===== config.mk =====
export PLATFORM = sky130hd
export DESIGN_NAME = mul_div_unit
export DESIGN_NICKNAME = d
export VERILOG_FILES = /design/src/rtl/mul_div_unit_pkg.sv /design/src/rtl/mul_div_unit.sv
export SDC_FILE = /design/constraint.sdc
export NUM_CORES = 1
export LEC_CHECK = 0
export BUFFER_PORTS_ARGS = -buffer_cell sky130_fd_sc_hd__clkbuf_2
export CAP_MARGIN = 20
export CORE_MARGIN = 2
export CORE_UTILIZATION = 60
export CTS_CLUSTER_DIAMETER = 30
export DETAILED_ROUTE_END_ITERATION = 7
export PLACE_DENSITY = 0.82
export SLEW_MARGIN = 10
export SYNTH_ARGS = -nofsm -noshare
export SYNTH_HDL_FRONTEND = slang
export SYNTH_SLANG_ARGS = --single-unit
export TNS_END_PERCENT = 50

===== constraint.sdc =====
create_clock -name clk -period 8.3 [get_ports clk]
set_input_delay 1.66 -clock clk [delete_from_list [all_inputs] [get_ports clk]]
set_output_delay 1.66 -clock clk [all_outputs]
set_load 0.03 [all_outputs]

===== src/rtl/mul_div_unit_pkg.sv =====
// rtl/mul_div_unit_pkg.sv - shared constants and types for the multiply/divide unit
//
// Purpose: operand width, op encodings and FSM state encodings shared by the
// multiply/divide unit, the decoder and the hazard unit.
// Ports: none (package).

package mul_div_unit_pkg;

  localparam int MDU_DATA_WIDTH = 32;

  typedef enum logic [1:0] {
    MDU_MULT  = 2'b00,
    MDU_MULTU = 2'b01,
    MDU_DIV   = 2'b10,
    MDU_DIVU  = 2'b11
  } mdu_op_e;

  typedef enum logic [1:0] {
    MDU_IDLE = 2'b00,
    MDU_RUN  = 2'b01,
    MDU_FIX  = 2'b10
  } mdu_state_e;

  // Bit 1 of the op selects divide, bit 0 selects the unsigned flavour.
  function automatic logic mdu_is_div(input logic [1:0] o);
    return o[1];
  endfunction

  function automatic logic mdu_is_signed(input logic [1:0] o);
    return ~o[0];
  endfunction

endpackage


===== src/rtl/mul_div_unit.sv =====
// rtl/mul_div_unit.sv - iterative multiply/divide unit owning the HI/LO registers
//
// Purpose: 32-iteration shift-add multiply and restoring divide, signed or
// unsigned, with architectural HI/LO registers also writable by MTHI/MTLO.
// Ports:
//   clk    in   clock, all state updates on the rising edge
//   rst    in   asynchronous active-high reset
//   start  in   request an operation, sampled only in IDLE
//   op     in   00 MULT, 01 MULTU, 10 DIV, 11 DIVU
//   A, B   in   operands, captured when start is accepted
//   hi_we  in   MTHI write enable (IDLE only)
//   lo_we  in   MTLO write enable (IDLE only)
//   wdata  in   MTHI/MTLO write data
//   busy   out  state is not IDLE
//   done   out  one-cycle pulse, HI/LO hold the new result in the same cycle
//   hi, lo out  HI and LO registers

module mul_div_unit
  import mul_div_unit_pkg::*;
#(
  parameter int DATA_WIDTH = MDU_DATA_WIDTH
) (
  input  logic                  clk,
  input  logic                  rst,
  input  logic                  start,
  input  logic [1:0]            op,
  input  logic [DATA_WIDTH-1:0] A,
  input  logic [DATA_WIDTH-1:0] B,
  input  logic                  hi_we,
  input  logic                  lo_we,
  input  logic [DATA_WIDTH-1:0] wdata,
  output logic                  busy,
  output logic                  done,
  output logic [DATA_WIDTH-1:0] hi,
  output logic [DATA_WIDTH-1:0] lo
);

  localparam int W  = DATA_WIDTH;
  localparam int CW = $clog2(DATA_WIDTH);
  localparam int WW = 2 * W + 1;

  mdu_state_e      state_q, state_d;
  mdu_op_e         op_q, op_d;
  // Multiply: {0, product[2W-1:0]}, multiplier consumed from the low end.
  // Divide:   {remainder[W:0], quotient[W-1:0]}, dividend shifted out of the low half.
  logic [WW-1:0]   work_q, work_d;
  // Multiplicand magnitude for multiply, divisor magnitude for divide.
  logic [W-1:0]    opnd_q, opnd_d;
  logic [CW-1:0]   cnt_q, cnt_d;
  logic            sign_q, sign_d;       // product / quotient must be negated
  logic            rem_neg_q, rem_neg_d; // remainder takes the dividend's sign
  logic            dbz_q, dbz_d;         // divide by zero
  logic [W-1:0]    hi_q, hi_d;
  logic [W-1:0]    lo_q, lo_d;
  logic            done_q, done_d;

  // Operand capture: magnitudes for signed ops, raw values otherwise.
  logic            in_div;
  logic            a_neg, b_neg;
  logic [W-1:0]    a_mag, b_mag;

  assign in_div = mdu_is_div(op);
  assign a_neg  = mdu_is_signed(op) & A[W-1];
  assign b_neg  = mdu_is_signed(op) & B[W-1];
  assign a_mag  = a_neg ? -A : A;
  assign b_mag  = b_neg ? -B : B;

  // Shift-add multiply step: add the multiplicand into the upper half when the
  // current multiplier bit is set, then shift the whole register right.
  logic [W:0]      mul_sum;
  logic [WW-1:0]   mul_step;

  assign mul_sum  = {1'b0, work_q[2*W-1:W]} + (work_q[0] ? {1'b0, opnd_q} : '0);
  assign mul_step = {1'b0, mul_sum, work_q[W-1:1]};

  // Restoring divide step: shift the next dividend bit into the remainder and
  // try to subtract the divisor. The extra top bit of the trial difference is
  // the borrow, which selects restore (quotient bit 0) or keep (bit 1).
  logic [W+1:0]    div_shift, div_trial;
  logic [WW-1:0]   div_step;

  assign div_shift = {work_q[2*W:W], work_q[W-1]};
  assign div_trial = div_shift - {2'b00, opnd_q};
  assign div_step  = div_trial[W+1] ? {div_shift[W:0], work_q[W-2:0], 1'b0}
                                    : {div_trial[W:0], work_q[W-2:0], 1'b1};

  // Sign correction applied in FIX.
  logic [2*W-1:0]  prod_mag, prod_fix;
  logic [W-1:0]    quot_mag, quot_fix, rem_mag, rem_fix;

  assign prod_mag = work_q[2*W-1:0];
  assign prod_fix = sign_q ? -prod_mag : prod_mag;
  assign quot_mag = work_q[W-1:0];
  assign rem_mag  = work_q[2*W-1:W];
  // Divide by zero leaves the remainder equal to |A|; re-applying A's sign
  // makes HI equal the raw dividend, and LO is forced to all ones.
  assign quot_fix = dbz_q ? '1 : (sign_q ? -quot_mag : quot_mag);
  assign rem_fix  = rem_neg_q ? -rem_mag : rem_mag;

  always_comb begin
    state_d   = state_q;
    op_d      = op_q;
    work_d    = work_q;
    opnd_d    = opnd_q;
    cnt_d     = cnt_q;
    sign_d    = sign_q;
    rem_neg_d = rem_neg_q;
    dbz_d     = dbz_q;
    hi_d      = hi_q;
    lo_d      = lo_q;
    done_d    = 1'b0;

    unique case (state_q)
      MDU_IDLE: begin
        if (hi_we) hi_d = wdata;
        if (lo_we) lo_d = wdata;
        if (start) begin
          state_d   = MDU_RUN;
          op_d      = mdu_op_e'(op);
          cnt_d     = '0;
          sign_d    = a_neg ^ b_neg;
          rem_neg_d = a_neg;
          dbz_d     = in_div & (B == '0);
          if (in_div) begin
            work_d = {{(W+1){1'b0}}, a_mag};
            opnd_d = b_mag;
          end else begin
            work_d = {{(W+1){1'b0}}, b_mag};
            opnd_d = a_mag;
          end
        end
      end

      MDU_RUN: begin
        work_d = mdu_is_div(op_q) ? div_step : mul_step;
        cnt_d  = cnt_q + CW'(1);
        if (cnt_q == CW'(W - 1)) state_d = MDU_FIX;
      end

      MDU_FIX: begin
        if (mdu_is_div(op_q)) begin
          lo_d = quot_fix;
          hi_d = rem_fix;
        end else begin
          lo_d = prod_fix[W-1:0];
          hi_d = prod_fix[2*W-1:W];
        end
        done_d  = 1'b1;
        state_d = MDU_IDLE;
      end

      default: state_d = MDU_IDLE;
    endcase
  end

  always_ff @(posedge clk or posedge rst) begin
    if (rst) begin
      state_q   <= MDU_IDLE;
      op_q      <= MDU_MULT;
      work_q    <= '0;
      opnd_q    <= '0;
      cnt_q     <= '0;
      sign_q    <= 1'b0;
      rem_neg_q <= 1'b0;
      dbz_q     <= 1'b0;
      hi_q      <= '0;
      lo_q      <= '0;
      done_q    <= 1'b0;
    end else begin
      state_q   <= state_d;
      op_q      <= op_d;
      work_q    <= work_d;
      opnd_q    <= opnd_d;
      cnt_q     <= cnt_d;
      sign_q    <= sign_d;
      rem_neg_q <= rem_neg_d;
      dbz_q     <= dbz_d;
      hi_q      <= hi_d;
      lo_q      <= lo_d;
      done_q    <= done_d;
    end
  end

  assign busy = (state_q != MDU_IDLE);
  assign done = done_q;
  assign hi   = hi_q;
  assign lo   = lo_q;

endmodule


==> flow_metrics.py <==
metrics = {
    "worst_setup_path": {
        "endpoint_kind": "flop",
        "cp_common_cell": "o21ai_0",
        "worstPathArrival_ns": 4.55,
        "cp_top_family": "compound AO/OA/AOI/OAI gates",
        "path_buf_inv": 2,
        "required_ns": 8.59,
        "cp-start-kind": "flop",
        "critical_path.max_stage_delay_ns": 0.60,
        "cp_max_fo": 31,
        "worstSetupPathType": "reg -> reg",
        "slowest_stage": "a2bb2oi_1",
        "path_cells": "inv_1, buf_4, nor2_1, ha_1, nand2_1, a211oi_1, o41a_1, o31a_1, nor4_1, a2bb2oi_1, o21ai_0, mux2_2, o21ai_0, a31oi_1",
    },
    "synth": {
        "synthTopCellsByArea": "dfrtp_1 30%, o21ai_0 7.6%, xnor2_1 7.0%",
        "synth_ff_type": "dfrtp_1",
        "yosys.area.top_type": "dfrtp_1",
        "avgSynthCellArea_sq_um": 7.80,
        "synth-seq-cells": 173,
        "synth_edf_count": 0,
        "ys_types": 70,
        "syn_area_sq_mm": 0.0146,
        "synth_top_area_share_pct": 29.6,
        "async_flop_share_pct": 100,
        "synth_nets": 2049,
        "yosys_warnings": 0,
        "yosysSeqAreaShare_pct": 29.6,
        "syn_inst": 1874,
    },
    "drt": {
        "drt_iter0_markers": 1797,
        "detail-route-antenna-nets": 0,
        "viasPerCell": 6.49,
        "wl_per_cell_um": 20.7,
        "dr_total_vias": 14972,
        "totalWireLength_mm": 47.7,
        "drc": 0,
        "dr.pass1.iters": 6,
    },
    "floorplanning": {
        "fp.dieW_um": 160,
        "coreArea_sq_mm": 0.0241,
        "io_pins": 169,
        "num_rows": 57,
        "dieArea_sq_mm": 0.0256,
        "fp.dieH_um": 160,
        "initial_core_util_pct": 60.6,
    },
    "sta": {
        "post-route-period-util_pct": 51.4,
        "tns_ns": 0,
        "rsz0062_at_grt": "no",
        "slew_violations": 0,
        "setup_viol": 0,
        "slew_headroom_pct": 29.1,
        "hold_viol": 0,
        "fmax_ghz": 0.235,
        "clock_skew_ns": 0.0209,
        "worst_slew_pin_slew_ns": 1.06,
        "min_period_ns": 4.26,
    },
    "clock_network": {
        "post_cts_resized": 0,
        "clockRootBuffer": "clkbuf_16",
        "clock_latency_ns": 0.46,
        "clock-sinks": 173,
        "cts_tree": "done",
        "numCtsBuffers": 17,
        "htree_levels": 4,
        "clkSlewWorstSetupHoldPaths_ns": 0.09,
        "cts_buffer_depth": 2,
        "ctsHoldBuffers": 0,
        "postCtsSetupBuffers": 0,
    },
    "final_layout": {
        "num-nets-final": 2144,
        "area.growth.synth_to_final_pct": 11.4,
        "mostFrequentLayoutCells": "222 x o21ai_0, 199 x a21oi_1, 181 x nand2_1, 172 x dfrtp_1, 167 x clkbuf_2",
        "drive_gt1_share_pct": 12.6,
        "antenna_cells": 0,
        "final_common_cell": "o21ai_0",
    },
    "power": {
        "power_switching_mw": 4.09,
        "power_density_mw_per_mm2": 480,
        "power_mw": 7.82,
        "internal_power_mw": 3.73,
        "pwr-share-clk_pct": 10.9,
        "power_frac_seq_pct": 23.8,
        "ir_drop_mv": 0.268,
        "p_leak_nw": 7.22,
        "switching_share_pct": 52.3,
        "p_comb_share_pct": 65.3,
    },
    "grt": {
        "grt_first_pass_wirelength_mm": 74.3,
        "grt_overflow": 0,
        "grt_pass1_vias": 13594,
        "antenna_found_initial": 0,
        "grt_max_degree": 103,
        "grt_use_total_pct": 36.8,
    },
    "placement": {
        "port_buffers": 168,
        "gp_congestion": 1.00,
        "dp_hpwl_mm": 35.4,
    },
    "outcome": {
        "status": "finished, final reports clean",
    },
    "job": {
        "max_cap_viol_count": 0,
    },
    "min_path": {
        "hp-class": "reg -> reg",
    },
}
## flip-flops by register name (all words and copies together) (netlist names), 2 cells and up
signal and flops:
lo 32, cnt_q 5, work_q 65, hi 32, state_q 2, opnd_q 32
## path summary, 6_finish.rpt
kind	from	endpoint	slack, ns	cells after the start
max	work_q[0]$_DFFE_PP0P_	work_q[59]$_DFFE_PP0P_	4.04	14
min	lo[4]$_DFFE_PP0P_	lo[4]$_DFFE_PP0P_	0.48	2
max reg2reg	work_q[0]$_DFFE_PP0P_	work_q[59]$_DFFE_PP0P_	4.04	14
min reg2reg	lo[4]$_DFFE_PP0P_	lo[4]$_DFFE_PP0P_	0.48	2
max in group asynchronous	rst	work_q[55]$_DFFE_PP0P_	5.67	4
min in group asynchronous	rst	work_q[10]$_DFFE_PP0P_	1.38	2
## worst min-delay path, stage by stage (launching register included)
cell,delay [ns]
dfrtp_1,0.35
nand2_1,0.05
o21ai_0,0.06
## cell families (layout without fill, tap and decap cells)
kind of cell / after synthesis / count (layout) / share of synthesized area, %
flip-flops: 173 / 173 / 29.6
multiplexers: 53 / 53 / 3.69
adder cells (fa/ha/maj): 72 / 72 / 6.27
XOR/XNOR: 176 / 176 / 10.5
buffers and inverters: 179 / 287 / 4.74
AO/OA/AOI/OAI: 680 / 680 / 27.8
AND/OR/NAND/NOR: 541 / 541 / 17.3
## routing by layer
layer	vias up	part of all wire [%]	global-route usage (%)
met5	-	0	0
met4	0	5.1	18.0
met3	137	9.4	6.10
met2	830	44	56.4
met1	7044	42	50.7
li1	6961	-	-
## layout make-up
class                           instances  area, sq um
Timing Repair Buffer                  187         1020
Inverter                               68          260
Sequential cell                       173         4330
Tap cell                              324          405
Fill cell                            2065         7830
Clock inverter                         15          209
Multi-Input combinational cell       1522         9630
Clock buffer                           17          425
## synth_stat cells, drive strengths merged, types with 14 or more instances
master	instances
o31ai	21
xor2	59
a211oi	47
nor4	19
or3	31
o21ai	226
nor2b	17
nand2	182
o211ai	28
nor3	28
a21oi	199
dfrtp	173
nor2	157
clkbuf	87
and3	25
o22ai	36
inv	67
ha	70
mux2i	46
o21a	15
xnor2	117
nand2b	14
buf	24
a21o	32
nand3	22
## power by group through the flow
stage	logic [mW]	clock network, mW	registers [mW]
after floorplan	3.64	0	1.88
after CTS	5.01	0.857	1.82
final	5.11	0.853	1.86
after global routing	5.61	0.892	1.90
after detailed placement	4.96	0	1.84
after global placement	4.86	0	1.82
## through the flow
step / setup WS (ns) / instance area (sq um) / util, % / instances / hold slack, ns
finish: 4.04 / 16300 / 67.5 / 2306 / 0.483
global route: 3.88 / 16300 / 67.5 / 2306 / 0.503
CTS: 4.19 / 16200 / 67.2 / 2302 / 0.489
detailed placement: 3.92 / 15600 / 64.6 / 2270 / 0.469
global placement: 4.02 / 15600 / 64.6 / 2270 / 0.460
floorplan: 1.95 / 14600 / - / 1874 / 0.449
No activity file was read; power rests on OpenSTA's default activity.
